==> config.mk <==
export PLATFORM = sky130hd
export DESIGN_NAME = axi_test_sequencer
export DESIGN_NICKNAME = d
export VERILOG_FILES = /design/src/rtl/axi_test_pkg.sv /design/src/rtl/axi_burst_issuer.sv /design/src/rtl/axi_test_sequencer.sv
export SDC_FILE = /design/constraint.sdc
export NUM_CORES = 1
export LEC_CHECK = 0
export CAP_MARGIN = 20
export CORE_AREA = 2 2 129 181
export CTS_CLUSTER_DIAMETER = 60
export CTS_CLUSTER_SIZE = 8
export DETAILED_ROUTE_END_ITERATION = 10
export DIE_AREA = 0 0 131 183
export GPL_TIMING_DRIVEN = 0
export PLACE_DENSITY = 0.78
export SETUP_SLACK_MARGIN = 0.05
export SYNTH_ARGS = -nofsm -noshare
export SYNTH_HDL_FRONTEND = slang
export SYNTH_HIERARCHICAL = 1
export SYNTH_SLANG_ARGS = --single-unit
==> constraint.sdc <==
create_clock -name clk -period 3.55 [get_ports clk]
set_input_delay 0.5325 -clock clk [delete_from_list [all_inputs] [get_ports clk]]
set_output_delay 0.5325 -clock clk [all_outputs]
set_load 0.02 [all_outputs]
==> src/rtl/axi_test_pkg.sv <==
// Shared types and constants for the AXI test sequencer: FSM states,
// AXI response codes and the burst-size/burst-count derivation.
package axi_test_pkg;

  typedef enum logic [2:0] {
    IDLE,
    WR,
    WR_DRAIN,
    RD,
    RD_DRAIN
  } seq_state_t;

  localparam logic [1:0] RESP_OKAY   = 2'b00;
  localparam logic [1:0] RESP_EXOKAY = 2'b01;
  localparam logic [1:0] RESP_SLVERR = 2'b10;
  localparam logic [1:0] RESP_DECERR = 2'b11;

  function automatic int unsigned burst_bytes(input int unsigned beat_bytes,
                                              input int unsigned burst_len);
    return beat_bytes * (burst_len + 1);
  endfunction

  function automatic int unsigned num_bursts(input int unsigned region_bytes,
                                             input int unsigned beat_bytes,
                                             input int unsigned burst_len);
    return region_bytes / burst_bytes(beat_bytes, burst_len);
  endfunction

endpackage

==> src/rtl/axi_burst_issuer.sv <==
// Address-channel burst issuer: walks NB bursts from BASE_ADDR, limits
// outstanding bursts to MAX_OUT and counts completion responses.
module axi_burst_issuer
  import axi_test_pkg::*;
#(
  parameter int unsigned        ADDR_W      = 32,
  parameter logic [ADDR_W-1:0]  BASE_ADDR   = '0,
  parameter int unsigned        BURST_BYTES = 16384,
  parameter int unsigned        NB          = 1,
  parameter int unsigned        MAX_OUT     = 4
) (
  input  logic              clk,
  input  logic              reset,
  input  logic              clear,
  input  logic              active,
  input  logic              ready,
  input  logic              resp,
  output logic              valid,
  output logic [ADDR_W-1:0] addr,
  output logic              all_issued,
  output logic              all_done
);

  localparam logic [3:0]  MAX_C  = 4'(MAX_OUT);
  localparam logic [31:0] NB_C   = 32'(NB);
  localparam logic [ADDR_W-1:0] STEP_C = ADDR_W'(BURST_BYTES);

  logic [31:0] issued_cnt;
  logic [31:0] done_cnt;
  logic [3:0]  out_cnt;
  logic        hs;
  logic        dec;

  assign all_issued = (issued_cnt == NB_C);
  assign all_done   = (done_cnt == NB_C);
  // Valid depends only on registered state, so it cannot drop before ready.
  assign valid      = active && !all_issued && (out_cnt < MAX_C);
  assign hs         = valid && ready;
  // A response with nothing outstanding (misbehaving slave) must not underflow.
  assign dec        = resp && (out_cnt != 4'd0);

  always_ff @(posedge clk) begin
    if (reset) begin
      addr       <= BASE_ADDR;
      issued_cnt <= '0;
      done_cnt   <= '0;
      out_cnt    <= '0;
    end else begin
      if (clear) begin
        addr       <= BASE_ADDR;
        issued_cnt <= '0;
        done_cnt   <= '0;
      end else begin
        if (hs) begin
          addr       <= addr + STEP_C;
          issued_cnt <= issued_cnt + 32'd1;
        end
        if (resp) done_cnt <= done_cnt + 32'd1;
      end
      if (hs && !dec)      out_cnt <= out_cnt + 4'd1;
      else if (!hs && dec) out_cnt <= out_cnt - 4'd1;
    end
  end

endmodule

==> src/rtl/axi_test_sequencer.sv <==
// AXI memory test sequencer: writes the whole region in bursts, reads it
// back with identical addresses, counts passes and error responses.
module axi_test_sequencer
  import axi_test_pkg::*;
#(
  parameter int unsigned       ADDR_W       = 32,
  parameter logic [ADDR_W-1:0] BASE_ADDR    = '0,
  parameter int unsigned       REGION_BYTES = 32'h1000_0000,
  parameter int unsigned       BEAT_BYTES   = 64,
  parameter logic [7:0]        BURST_LEN    = 8'd255,
  parameter int unsigned       MAX_OUT      = 4
) (
  input  logic              clk,
  input  logic              reset,
  input  logic              start,
  input  logic              loop_en,
  input  logic              stop,
  output logic [ADDR_W-1:0] AWADDR,
  output logic [7:0]        AWLEN,
  output logic              AWVALID,
  input  logic              AWREADY,
  output logic              WVALID,
  output logic              WLAST,
  input  logic              WREADY,
  input  logic              BVALID,
  input  logic [1:0]        BRESP,
  output logic              BREADY,
  output logic [ADDR_W-1:0] ARADDR,
  output logic [7:0]        ARLEN,
  output logic              ARVALID,
  input  logic              ARREADY,
  input  logic              RVALID,
  input  logic              RLAST,
  input  logic [1:0]        RRESP,
  output logic              RREADY,
  output logic              busy,
  output logic              pass_done,
  output logic [31:0]       pass_cnt,
  output logic [15:0]       resp_err_cnt
);

  localparam int unsigned BB = burst_bytes(BEAT_BYTES, 32'(BURST_LEN));
  localparam int unsigned NB = num_bursts(REGION_BYTES, BEAT_BYTES, 32'(BURST_LEN));

  function automatic logic [15:0] sat_add16(input logic [15:0] a, input logic [1:0] inc);
    logic [16:0] s;
    s = {1'b0, a} + {15'b0, inc};
    return s[16] ? 16'hFFFF : s[15:0];
  endfunction

  seq_state_t state_q, state_d;
  logic       wr_clear, rd_clear, pass_end, stop_lat;
  logic       wr_all_issued, wr_all_done, rd_all_issued, rd_all_done;
  logic       aw_hs, w_hs, w_last_hs, b_hs, r_last_hs, b_err, r_err;
  logic [1:0] err_inc;
  logic [4:0] w_pend;
  logic [7:0] w_beat;
  logic [15:0] err_cnt;

  assign busy         = (state_q != IDLE);
  assign BREADY       = busy;
  assign RREADY       = busy;
  assign AWLEN        = BURST_LEN;
  assign ARLEN        = BURST_LEN;
  assign resp_err_cnt = err_cnt;

  assign aw_hs     = AWVALID && AWREADY;
  assign b_hs      = BVALID && BREADY;
  assign r_last_hs = RVALID && RREADY && RLAST;
  // W beats only flow for bursts whose address has already been accepted.
  assign WVALID    = (w_pend != 5'd0);
  assign WLAST     = WVALID && (w_beat == BURST_LEN);
  assign w_hs      = WVALID && WREADY;
  assign w_last_hs = w_hs && WLAST;

  assign b_err   = b_hs && (BRESP != RESP_OKAY);
  assign r_err   = RVALID && RREADY && (RRESP != RESP_OKAY);
  assign err_inc = {1'b0, b_err} + {1'b0, r_err};

  axi_burst_issuer #(
    .ADDR_W(ADDR_W), .BASE_ADDR(BASE_ADDR), .BURST_BYTES(BB), .NB(NB), .MAX_OUT(MAX_OUT)
  ) u_aw (
    .clk(clk), .reset(reset), .clear(wr_clear), .active(state_q == WR),
    .ready(AWREADY), .resp(b_hs), .valid(AWVALID), .addr(AWADDR),
    .all_issued(wr_all_issued), .all_done(wr_all_done)
  );

  axi_burst_issuer #(
    .ADDR_W(ADDR_W), .BASE_ADDR(BASE_ADDR), .BURST_BYTES(BB), .NB(NB), .MAX_OUT(MAX_OUT)
  ) u_ar (
    .clk(clk), .reset(reset), .clear(rd_clear), .active(state_q == RD),
    .ready(ARREADY), .resp(r_last_hs), .valid(ARVALID), .addr(ARADDR),
    .all_issued(rd_all_issued), .all_done(rd_all_done)
  );

  always_comb begin
    state_d  = state_q;
    wr_clear = 1'b0;
    rd_clear = 1'b0;
    pass_end = 1'b0;
    case (state_q)
      IDLE: if (start) begin
        state_d  = WR;
        wr_clear = 1'b1;
      end
      WR: if (wr_all_issued) state_d = WR_DRAIN;
      WR_DRAIN: if (wr_all_done && (w_pend == 5'd0)) begin
        state_d  = RD;
        rd_clear = 1'b1;
      end
      RD: if (rd_all_issued) state_d = RD_DRAIN;
      RD_DRAIN: if (rd_all_done) begin
        pass_end = 1'b1;
        if (loop_en && !stop_lat && !stop) begin
          state_d  = WR;
          wr_clear = 1'b1;
        end else begin
          state_d = IDLE;
        end
      end
      default: state_d = IDLE;
    endcase
  end

  always_ff @(posedge clk) begin
    if (reset) begin
      state_q   <= IDLE;
      w_pend    <= '0;
      w_beat    <= '0;
      stop_lat  <= 1'b0;
      pass_done <= 1'b0;
      pass_cnt  <= '0;
      err_cnt   <= '0;
    end else begin
      state_q   <= state_d;
      pass_done <= pass_end;
      if (pass_end) pass_cnt <= pass_cnt + 32'd1;
      if (state_d == IDLE)   stop_lat <= 1'b0;
      else if (stop && busy) stop_lat <= 1'b1;
      if (aw_hs && !w_last_hs)      w_pend <= w_pend + 5'd1;
      else if (!aw_hs && w_last_hs) w_pend <= w_pend - 5'd1;
      if (w_hs) w_beat <= WLAST ? 8'd0 : w_beat + 8'd1;
      err_cnt <= sat_add16(err_cnt, err_inc);
    end
  end

endmodule

==> summary.txt <==
Floorplan
  – Die Span Y: 183 µm
  – Top Ports: 151
  – Die X: 131 µm
  – Initial Util: 0.5431
  – Core area: 22,370 µm²
  – Row cnt: 65
  – Die area: 23,970 µm²

STA
  – Max Clk Rate: 300.8 MHz
  – Fin crit period: 3.324 ns
  – Max-slew violations: 0
  – Final worst setup slack: 0.2259 ns
  – Setup_tns: 0 ns
  – Final hold vios: 0
  – RSZ-0062 raised after global routing: yes
  – Setup Skew: 0.01403 ns
  – Crit share post-route: 0.9364
  – Tightest Pin Transition: 0.7083 ns
  – Rel. slew slack: 0.5263
  – WHS: 0.4429 ns
  – Final setup violation count: 0

Setup path
  – Reg2reg setup slack: 0.23 ns
  – Critical R2R Capture: u_ar/out_cnt[3]
  – Worst Reg-to-Reg Cells: 15
  – Reg-to-reg critical path startpoint: u_ar/issued_cnt[0]
  – Req. time, crit path: 3.02 ns
  – Critical Path End Type: output pin
  – Crit path from: u_ar/issued_cnt[0]
  – Critical path peak fanout: 10
  – CP Class: flop to output pin
  – Critical path arrival: 2.79 ns
  – Critical Path Source Type: flop

CTS
  – Root Driver: clkbuf_16
  – Reg clk slew, reported paths: 0.05 ns
  – Deepest clock path buffer count: 3
  – Num Clock Sinks: 238
  – CTS tree: done
  – Hold_buf cts: 0
  – CTS H-tree depth: 2
  – TritonCTS buffer count: 35
  – Clk Latency, worst-skew pair: 0.49 ns

Pwr
  – Internal power: 4.640 mW
  – Switching pwr: 1.379 mW
  – Power per cell area: 409.0 nW/µm²
  – Overall Power: 6.019 mW
  – Max rail drop VDD: 0.2904 mV
  – Reg power frac: 0.455
  – Sw Ratio: 0.2291
  – Comb pwr share: 0.075
  – Pleak: 5.321 nW
  – Clock power frac: 0.470

Placement
  – Placed cells: 1,862
  – Dpl ws: -0.1721 ns
  – RD Place Congestion: 0.8684
  – # port buffers: 105
  – Final HPWL DP: 19,980 µm

Global routing
  – Largest net degree at the start of global routing: 18
  – First-pass GRT wire length: 46,460 µm
  – GR Overflow Total: 0
  – Total GRT Usage: 0.2306
  – Vias in the first global route: 10,230
  – Initial antenna violation count: 0

Worst hold path
  – Worst hold path class: primary input to flop
  – Worst Hold End: w_beat[0]
  – Hold_sp: WREADY
  – Worst hold path depth: 3

Logic synthesis
  – Synth Cell Area: 12,150 µm²
  – Yosys top cell by area: dfxtp_1
  – Syn avg cell area: 8.584 µm²
  – Yosys warning total: 6
  – Post-Synthesis Cells: 1,415
  – Register bit count reported by yosys: 238
  – Synth area leaders: dfxtp_1 39%, xor2_1 8.7%, nor2_1 5.6%
  – Most common cell in the netlist: dfxtp_1
  – Cell variety after synth: 68
  – Post-synth ARST share: 0
  – Synth top area share: 0.3923
  – Post-synth EDFFs: 0
  – Leading post-synthesis cells by instance count: 238 x dfxtp_1, 181 x nor2_1, 120 x xor2_1, 84 x nand4_1, 80 x a21oi_1
  – Fraction of the yosys area taken by sequential cells: 0.3923
  – Prevailing post-synth register cell: dfxtp_1

Finish
  – Layout area overhead: 21.15%
  – Share of cells above drive strength 1: 0.1030
  – Non-Filler Instances: 1,903
  – Final nets: 1,644
  – Ant. Diodes: 0

Drt
  – Final WL: 28,450 µm
  – Via count: 10,680
  – Routed len/inst: 14.95 µm
  – Number of remaining DRC errors: 0
  – DR vias/cell: 5.614
  – Antenna-violating nets left: 0
  – Drt pass-1 iters: 5
  – Iteration-0 DRC Markers: 602

Job
  – Max_cap viols: 0

Run status
  – Status: finished, final reports clean
power groups by stage:
stage / logic [mW] / registers [mW] / clock network [mW]
after floorplan: 0.318 / 2.78 / 0
after CTS: 0.440 / 2.74 / 2.88
final: 0.451 / 2.74 / 2.83
after detailed placement: 0.431 / 2.79 / 0
after global routing: 0.497 / 2.74 / 3.00
after global placement: 0.422 / 2.78 / 0
layer usage:
| metal | part of all wire | vias to the layer above | GRT usage |
|---|---|---|---|
| li1 | - | 5327 | - |
| met1 | 0.42 | 5039 | 0.2719 |
| met3 | 0.044 | 57 | 0.03821 |
| met5 | 0 | - | 0 |
| met2 | 0.51 | 260 | 0.4151 |
| met4 | 0.024 | 0 | 0.08255 |
state kept, by name, summed over array words and instances (netlist names):
signal	cells
u_ar/addr	18
u_aw/done_cnt	32
state_q	3
u_aw/out_cnt	4
w_beat	8
pass_done	1
pass_cnt	32
u_aw/addr	18
u_ar/done_cnt	32
u_aw/issued_cnt	32
u_ar/out_cnt	4
w_pend	5
resp_err_cnt	16
stop_lat	1
u_ar/issued_cnt	32
metrics by stage:
step | area, µm² | utilization
after floorplan | 12300 | -
after global placement | 13730 | 0.6138
after detailed placement | 13730 | 0.6138
after CTS | 14650 | 0.6550
after global routing | 14720 | 0.6580
final | 14720 | 0.6580
layout make-up:
cell class              instances  area, µm²
flip-flops and latches        238       4765
clock inverters                 1      8.758
plain buffers                 102      616.8
repair buffers                109       1081
inverters                      40      150.1
clock buffers                  36      889.6
well taps                     301      376.6
multi-input cells            1076       6828
fillers                      1840       7650
cell usage in the layout, fill, tap and decap left out, types with 35 or more instances in the layout:
master	n
conb_1	44
a21oi_1	80
nor2_1	179
nand2_1	78
o21ai_0	41
nand3_1	68
dfxtp_1	238
clkdlybuf4s50_1	105
nand4_1	84
inv_1	39
clkbuf_16	35
xor2_1	120
buf_4	51
critical path, stage by stage (launching register included):
cell and delay [ns]:
dfxtp_1 0.34, inv_1 0.12, ha_1 0.17, nor4b_2 0.27
nand4_1 0.22, buf_2 0.25, o21ai_1 0.31, inv_1 0.09
clkdlybuf4s50_1 0.54
worst max-delay path by stage:
stage                          endpoint  slack, ns
finish                          ARVALID       0.23
CTS                           w_pend[4]       0.06
global route                  w_pend[4]       0.01
detailed placement  u_aw/issued_cnt[23]      -0.17
floorplan                     w_pend[4]       0.25
global placement       u_aw/done_cnt[0]      -0.12
kinds of logic after synthesis:
kind of cell,Yosys count,synth area share
DFF,238,0.3923
buffers and inverters,142,0.06211
AOI/OAI and AO/OA,194,0.09755
and+or+nand+nor,651,0.2996
xor gates and xnor gates,148,0.1067
adders and majority gates,27,0.03028
muxes,12,0.01051
other,3,0.0009270
what timing repair did:
| item | CTS | global route |
|---|---|---|
| setup buffers | 1 | 3 |
| pin swaps | 1 | 1 |
| gates resized for setup | 5 | 19 |
| setup endpoints to repair | 32 | 56 |
| endpoints found under the hold margin | 0 | 0 |
(Power assumes the default switching activity.)
